===== src/rtl/vga_pkg.sv =====
// Shared 640x480@60 raster timing defaults and coordinate type for the
// timing generator and every downstream pixel renderer.
package vga_pkg;

   localparam int unsigned COORD_W        = 10;

   localparam int unsigned DEF_H_VISIBLE  = 640;
   localparam int unsigned DEF_H_FP       = 16;
   localparam int unsigned DEF_H_SYNC     = 96;
   localparam int unsigned DEF_H_BP       = 48;
   localparam int unsigned DEF_H_TOTAL    = DEF_H_VISIBLE + DEF_H_FP + DEF_H_SYNC + DEF_H_BP;

   localparam int unsigned DEF_V_VISIBLE  = 480;
   localparam int unsigned DEF_V_FP       = 10;
   localparam int unsigned DEF_V_SYNC     = 2;
   localparam int unsigned DEF_V_BP       = 33;
   localparam int unsigned DEF_V_TOTAL    = DEF_V_VISIBLE + DEF_V_FP + DEF_V_SYNC + DEF_V_BP;

   // Sync windows are [START, START+SYNC) in counter coordinates.
   localparam int unsigned DEF_HS_START   = DEF_H_VISIBLE + DEF_H_FP;
   localparam int unsigned DEF_HS_END     = DEF_HS_START + DEF_H_SYNC;
   localparam int unsigned DEF_VS_START   = DEF_V_VISIBLE + DEF_V_FP;
   localparam int unsigned DEF_VS_END     = DEF_VS_START + DEF_V_SYNC;

   localparam int unsigned DEF_SYNC_DELAY = 1;

   typedef logic [COORD_W-1:0] coord_t;

   typedef enum logic {
      ST_IDLE = 1'b0,
      ST_RUN  = 1'b1
   } run_state_e;

endpackage


===== src/rtl/sync_delay_line.sv =====
// Fixed-depth shift register used to delay-match hsync/vsync to the
// renderers' registered colour output. DEPTH=0 is a plain wire.
module sync_delay_line
   import vga_pkg::*;
#(
   parameter int unsigned     WIDTH     = 2,
   parameter int unsigned     DEPTH     = DEF_SYNC_DELAY,
   parameter logic [WIDTH-1:0] RESET_VAL = '1
) (
   input  logic             clk,
   input  logic             rst_n,
   input  logic [WIDTH-1:0] din,
   output logic [WIDTH-1:0] dout
);

   if (DEPTH == 0) begin : g_pass
      logic unused_clk_rst;
      assign unused_clk_rst = clk ^ rst_n;
      assign dout           = din;
   end else begin : g_pipe
      logic [DEPTH-1:0][WIDTH-1:0] stage_q;
      logic [DEPTH-1:0][WIDTH-1:0] stage_d;

      always_comb begin
         stage_d    = stage_q;
         stage_d[0] = din;
         for (int i = 1; i < int'(DEPTH); i++) begin
            stage_d[i] = stage_q[i-1];
         end
      end

      // NOTE: every stage is preset, so the connector sees inactive (high)
      // syncs from the moment reset asserts, not DEPTH clocks later.
      always_ff @(posedge clk or negedge rst_n) begin
         if (!rst_n) begin
            stage_q <= {DEPTH{RESET_VAL}};
         end else begin
            stage_q <= stage_d;
         end
      end

      assign dout = stage_q[DEPTH-1];
   end

endmodule


===== src/rtl/vga_timing_gen.sv =====
// Raster timing generator: registered scan position, drawable flag, frame
// strobes and delay-matched active-low syncs.
module vga_timing_gen
   import vga_pkg::*;
#(
   parameter int unsigned H_VISIBLE  = DEF_H_VISIBLE,
   parameter int unsigned H_FP       = DEF_H_FP,
   parameter int unsigned H_SYNC     = DEF_H_SYNC,
   parameter int unsigned H_BP       = DEF_H_BP,
   parameter int unsigned V_VISIBLE  = DEF_V_VISIBLE,
   parameter int unsigned V_FP       = DEF_V_FP,
   parameter int unsigned V_SYNC     = DEF_V_SYNC,
   parameter int unsigned V_BP       = DEF_V_BP,
   parameter int unsigned SYNC_DELAY = DEF_SYNC_DELAY
) (
   input  logic       vga_clk,
   input  logic       reset_n,
   output logic [9:0] DrawX,
   output logic [9:0] DrawY,
   output logic       blank,
   output logic       hsync,
   output logic       vsync,
   output logic       frame_start,
   output logic       vblank_start
);

   localparam int unsigned H_TOTAL = H_VISIBLE + H_FP + H_SYNC + H_BP;
   localparam int unsigned V_TOTAL = V_VISIBLE + V_FP + V_SYNC + V_BP;

   localparam coord_t H_LAST   = coord_t'(H_TOTAL - 1);
   localparam coord_t V_LAST   = coord_t'(V_TOTAL - 1);
   localparam coord_t H_VIS    = coord_t'(H_VISIBLE);
   localparam coord_t V_VIS    = coord_t'(V_VISIBLE);
   localparam coord_t HS_FIRST = coord_t'(H_VISIBLE + H_FP);
   localparam coord_t HS_LAST  = coord_t'(H_VISIBLE + H_FP + H_SYNC - 1);
   localparam coord_t VS_FIRST = coord_t'(V_VISIBLE + V_FP);
   localparam coord_t VS_LAST  = coord_t'(V_VISIBLE + V_FP + V_SYNC - 1);

   if (H_TOTAL > 1024) begin : g_bad_h_total
      $error("vga_timing_gen: H_TOTAL %0d does not fit a 10-bit counter", H_TOTAL);
   end
   if (V_TOTAL > 1024) begin : g_bad_v_total
      $error("vga_timing_gen: V_TOTAL %0d does not fit a 10-bit counter", V_TOTAL);
   end
   if (SYNC_DELAY > 4) begin : g_bad_delay
      $error("vga_timing_gen: SYNC_DELAY %0d exceeds 4", SYNC_DELAY);
   end

   run_state_e state_q, state_d;
   coord_t     x_q, x_d;
   coord_t     y_q, y_d;
   logic       blank_q, blank_d;
   logic       frame_start_q, frame_start_d;
   logic       vblank_start_q, vblank_start_d;
   logic       hsync_raw_q, hsync_raw_d;
   logic       vsync_raw_q, vsync_raw_d;
   logic [1:0] sync_dly;

   // IDLE holds the raster at (0,0) for the first edge after reset release,
   // so that edge presents pixel (0,0) with frame_start instead of (1,0).
   // NOTE: every signal gets a default before any branch so no latch is inferred.
   always_comb begin
      state_d = ST_RUN;
      x_d     = x_q;
      y_d     = y_q;

      if (state_q == ST_RUN) begin
         if (x_q == H_LAST) begin
            x_d = '0;
            y_d = (y_q == V_LAST) ? '0 : y_q + 10'd1;
         end else begin
            x_d = x_q + 10'd1;
         end
      end

      // Decode from the next position so flags line up with DrawX/DrawY.
      blank_d        = (x_d < H_VIS) && (y_d < V_VIS);
      frame_start_d  = (x_d == '0) && (y_d == '0);
      vblank_start_d = (x_d == '0) && (y_d == V_VIS);
      hsync_raw_d    = !((x_d >= HS_FIRST) && (x_d <= HS_LAST));
      vsync_raw_d    = !((y_d >= VS_FIRST) && (y_d <= VS_LAST));
   end

   // NOTE: sequential state uses non-blocking assignments only, so every
   // flop samples the pre-edge values regardless of statement order.
   always_ff @(posedge vga_clk or negedge reset_n) begin
      if (!reset_n) begin
         state_q        <= ST_IDLE;
         x_q            <= '0;
         y_q            <= '0;
         blank_q        <= 1'b0;
         frame_start_q  <= 1'b0;
         vblank_start_q <= 1'b0;
         hsync_raw_q    <= 1'b1;
         vsync_raw_q    <= 1'b1;
      end else begin
         state_q        <= state_d;
         x_q            <= x_d;
         y_q            <= y_d;
         blank_q        <= blank_d;
         frame_start_q  <= frame_start_d;
         vblank_start_q <= vblank_start_d;
         hsync_raw_q    <= hsync_raw_d;
         vsync_raw_q    <= vsync_raw_d;
      end
   end

   sync_delay_line #(
      .WIDTH     (2),
      .DEPTH     (SYNC_DELAY),
      .RESET_VAL (2'b11)
   ) u_sync_delay (
      .clk   (vga_clk),
      .rst_n (reset_n),
      .din   ({hsync_raw_q, vsync_raw_q}),
      .dout  (sync_dly)
   );

   assign DrawX        = x_q;
   assign DrawY        = y_q;
   assign blank        = blank_q;
   assign frame_start  = frame_start_q;
   assign vblank_start = vblank_start_q;
   assign hsync        = sync_dly[1];
   assign vsync        = sync_dly[0];

endmodule


===== config.mk =====
export PLATFORM = sky130hd
export DESIGN_NAME = vga_timing_gen
export DESIGN_NICKNAME = d
export VERILOG_FILES = /design/src/rtl/vga_pkg.sv /design/src/rtl/sync_delay_line.sv /design/src/rtl/vga_timing_gen.sv
export SDC_FILE = /design/constraint.sdc
export NUM_CORES = 1
export LEC_CHECK = 0
export BUFFER_PORTS_ARGS = -buffer_cell sky130_fd_sc_hd__buf_2
export CAP_MARGIN = 5
export CORE_UTILIZATION = 55
export CTS_BUF_LIST = sky130_fd_sc_hd__clkbuf_8
export DETAILED_ROUTE_END_ITERATION = 10
export PLACE_DENSITY = 0.89
export SYNTH_ARGS = -nofsm -noshare
export SYNTH_HDL_FRONTEND = slang
export SYNTH_SLANG_ARGS = --single-unit

===== constraint.sdc =====
create_clock -name vga_clk -period 5.3 [get_ports vga_clk]
set_input_delay 0.53 -clock vga_clk [delete_from_list [all_inputs] [get_ports vga_clk]]
set_output_delay 0.53 -clock vga_clk [all_outputs]
set_load 0.1 [all_outputs]

==> out/metrics.sh <==
FLOORPLAN.IO_PINS=27
DIEAREA_UM2=3050
SEQUENCE_OF_CELLS_ON_THE_CRITICAL_PATH='ha_1 -> nand3_2 -> nor3_4 -> nand4_1 -> mux2i_1 -> or4b_1 -> nand4bb_1'
MET3_LENGTH_UM=258
POSTSYNTHAREAPERCELL_UM2=9.87
LAYOUT_COMMONEST_CELL='buf_2'
MOST-COMMON-LAYOUT-CELLS='buf_2, dfrtp_1, nor2_1, inv_1'
RR_ENDPOINT='vsync_raw_q'
GRT_START_MAX_NET_PINS=29
NUMBER_OF_SYNTHESIZED_FLOPS_WITH_AN_ENABLE_PIN=0
SETUP_SLACK_OF_THE_MOST_CRITICAL_REG_TO_REG_PATH_NS=2.65
TIMING.FINAL.HOLD_VIOLATIONS=0
FIN_CRIT_NS=2.65
POST-CTS-SETUP-BUFFERS=0
GRT_UTIL_ALL_LAYERS=0.248
POWER.DENSITY_CELL_AREA_nW_PER_UM2=413
PRE_CTS_WS_NS=2.73
OVERFLOW_LEFT_AFTER_GLOBAL_ROUTING=0
ROUTE.LAYER.MET1.WL_MM=1.49
DETAILEDROUTE.FIRSTITERATIONVIOLATIONS=52
WL_MET2_MM=1.70
SYN2LAYOUT_AREA_GROWTH_PCT=13.2
PEAK_SUPPLY_DROP_V=0.000454
ROOT_BUFFER='clkbuf_8'
LATER_PIN_CLOCK_LATENCY_IN_THE_SKEW_REPORT_NS=0.28
ROUTED.TOP_LAYER='met4'
ASYNCSETRESETFLOPFRACSYNTH=1.00
WORSTSETUPENDPOINTTYPE='flip-flop'
WIRE_PER_INST_UM=16.9
AREA_OF_THE_CORE_UM2=2570
PEAK_FANOUT_ALONG_THE_CRITICAL_PATH=16
CLOCK.FMAX_GHz=0.377
POWER.STATIC_LEAKAGE_uW=0.000803
SLEW_HEADROOM=0.608
DIE_H_UM=55.3
RSZ0062_AT_GRT='false'
DOMINANT_SYNTHESIZED_FLOP_CELL='dfrtp_1'
YOSYSWARNINGS=0
DRT-VIAS-PER-INSTANCE=6.54
CRIT_PATH_MAX_INCR_DELAY_NS=0.52
CTS.SINKS=28
MAX_CAP_VIOL_COUNT=0
HPWL_MM=2.57
WIRE_LENGTH_OF_THE_FIRST_GLOBAL_ROUTING_PASS_MM=5.97
ANTENNA_FOUND_INITIAL=0
PLACEMENT.IO_BUFFERS=26
DRIVE_GT1_FRAC=0.239
CRIT_ARRIVAL_NS=2.85
WORSTMARGINPINSLEW_NS=0.588
CTS_TREE='built'
FIN_TNS_SETUP_NS=0
POSTSYNTHCELLCOUNT=158
FIN_TOTAL_PWR_uW=730
RUN_STATUS='completed'
CRITICAL_PATH.REG2REG.STARTPOINT='DrawX[1]'
CTS-BUFFERS-INSERTED=3
WIRELENGTH_MM=3.54
CP_SLOWEST_CELL='nor3_4'
NFILLCELLS=208
N_ANTENNA_CELL=0
SETUP.WORST_PATH.START_CLASS='flip-flop'
SETUP.WORST_PATH.CLASS='flip-flop to flip-flop'
H_TREE_LEVELS=1
CLK_TRANSITION_REPORTED_PATHS_NS=0.09
INITIAL_UTILIZATION=0.608
DR_TOTAL_VIAS=1374
FIRST_GLOBAL_VIAS=1274
COUNT_OF_INSTANCES_RESIZED_AFTER_THE_CLOCK_TREE_IS_BUILT=0
FINAL_NET_COUNT=186
CRIT_END='vsync_raw_q'
GP_ROUTABILITY_CONGESTION=0.876
YS_SEQ_ELEMENTS=28
DRT_ANTENNA_NET_COUNT=0
WORSTHOLDPATHTYPE='input pin to async pin'
WORST-R2R-CELL-COUNT=7
SEQUENTIAL_TO_TOTAL_AREA_SHARE_FROM_YOSYS_STAT=0.452
FLOORPLAN.DIE.WIDTH_UM=55.3
YS_TYPES=48
NUM_ROWS=18
MAPPEDNETLISTAREA_UM2=1560
ROUTE.DETAILED.DRC=0
FINAL_CRITICAL_PATH_SETUP_SLACK_NS=2.65
CTS.HOLD.BUFFERS_ADDED=0
DR.PASS1.ITERS=4
CTS.PATH.MAX_BUFFERS=2
MAPPEDNETLISTNETS=163
MIN_PERIOD_OVER_PERIOD=0.500
SLEW_VIOLATIONS=0
FINAL_CORE_UTILIZATION=0.688
REQUIRED_TIME_REPORTED_FOR_THE_CRITICAL_PATH_ENDPOINT_NS=5.49
FINAL.SETUP_SKEW_NS=0.00239
START_POINT_OF_THE_CRITICAL_PATH='DrawX[1]'
SETUP_VIOLATIONS=0
## kinds of logic after synthesis
group,count (synthesis),synth area share
flip-flops,28,0.452
AND/OR/NAND/NOR,69,0.290
adder cells (fa/ha/maj),3,0.0241
XOR/XNOR,9,0.0505
multiplexers,3,0.0192
AO/OA/AOI/OAI,26,0.114
other,1,0.00240
buffers and inverters,19,0.0473
## worst min-delay path by stage
stage	to	slack [ns]
global placement	u_sync_delay.dout[0]	0.35
CTS	DrawX[0]	0.27
detailed placement	u_sync_delay.dout[0]	0.35
global route	DrawX[0]	0.29
finish	DrawX[3]	0.24
floorplan	DrawX[0]	0.23
## power by group
| part | total [uW] | leakage, uW | switching [uW] | internal (uW) |
|---|---|---|---|---|
| clock network | 168 | 0.0000357 | 66.6 | 101 |
| registers | 282 | 0.000359 | 46.8 | 236 |
| logic | 280 | 0.000409 | 226 | 54.5 |
| total | 730 | 0.000803 | 339 | 391 |
## final cells by class
type	count	area (um2)	area share
well taps	30	37.5	0.0212
repair buffers	26	130	0.0737
clock inverters	1	30.0	0.0170
multi-input cells	111	781	0.442
flip-flops and latches	28	706	0.399
clock buffers	3	41.3	0.0234
inverters	11	41.3	0.0234
## per-stage QoR
step,area (um2),std cells,hold slack (ns)
detailed placement,1700,206,0.352
finish,1770,210,0.242
CTS,1770,210,0.275
global route,1770,210,0.292
global placement,1700,206,0.347
floorplan,1560,158,0.234
## synth_stat cells (3+ instances only)
cell | number | area [um2]
nand3_1 | 4 | 20.0
and3_1 | 3 | 18.8
dfstp_2 | 4 | 105
o21ai_0 | 9 | 45.0
nor2_1 | 11 | 41.3
xnor2_1 | 7 | 61.3
inv_1 | 11 | 41.3
nand4_1 | 10 | 62.6
nor3_1 | 8 | 40.0
clkbuf_1 | 6 | 22.5
or3_1 | 3 | 18.8
mux2i_1 | 3 | 30.0
nand2_1 | 10 | 37.5
ha_1 | 3 | 37.5
dfrtp_1 | 24 | 601
## flip-flops by register name, indices dropped and copies added, names as in the netlist
name and flops:
blank 1, vblank_start 1, u_sync_delay.dout 2, hsync_raw_q 1, state_q 1, DrawX 10, DrawY 10, frame_start 1
vsync_raw_q 1
## worst max-delay path: cells and delay by family (launching register included)
kind | cells | cell delay, ns
muxes | 1 | 0.27
adders and majority gates | 1 | 0.26
and+or+nand+nor | 5 | 1.62
DFF | 1 | 0.42
## per-layer routing
metal  global-route usage  vias to the layer above
met1                0.318                      656
met5                    0                        -
met2                0.399                       79
li1                     -                      625
met4                0.121                        0
met3               0.0492                       14
(Power assumes the default switching activity.)
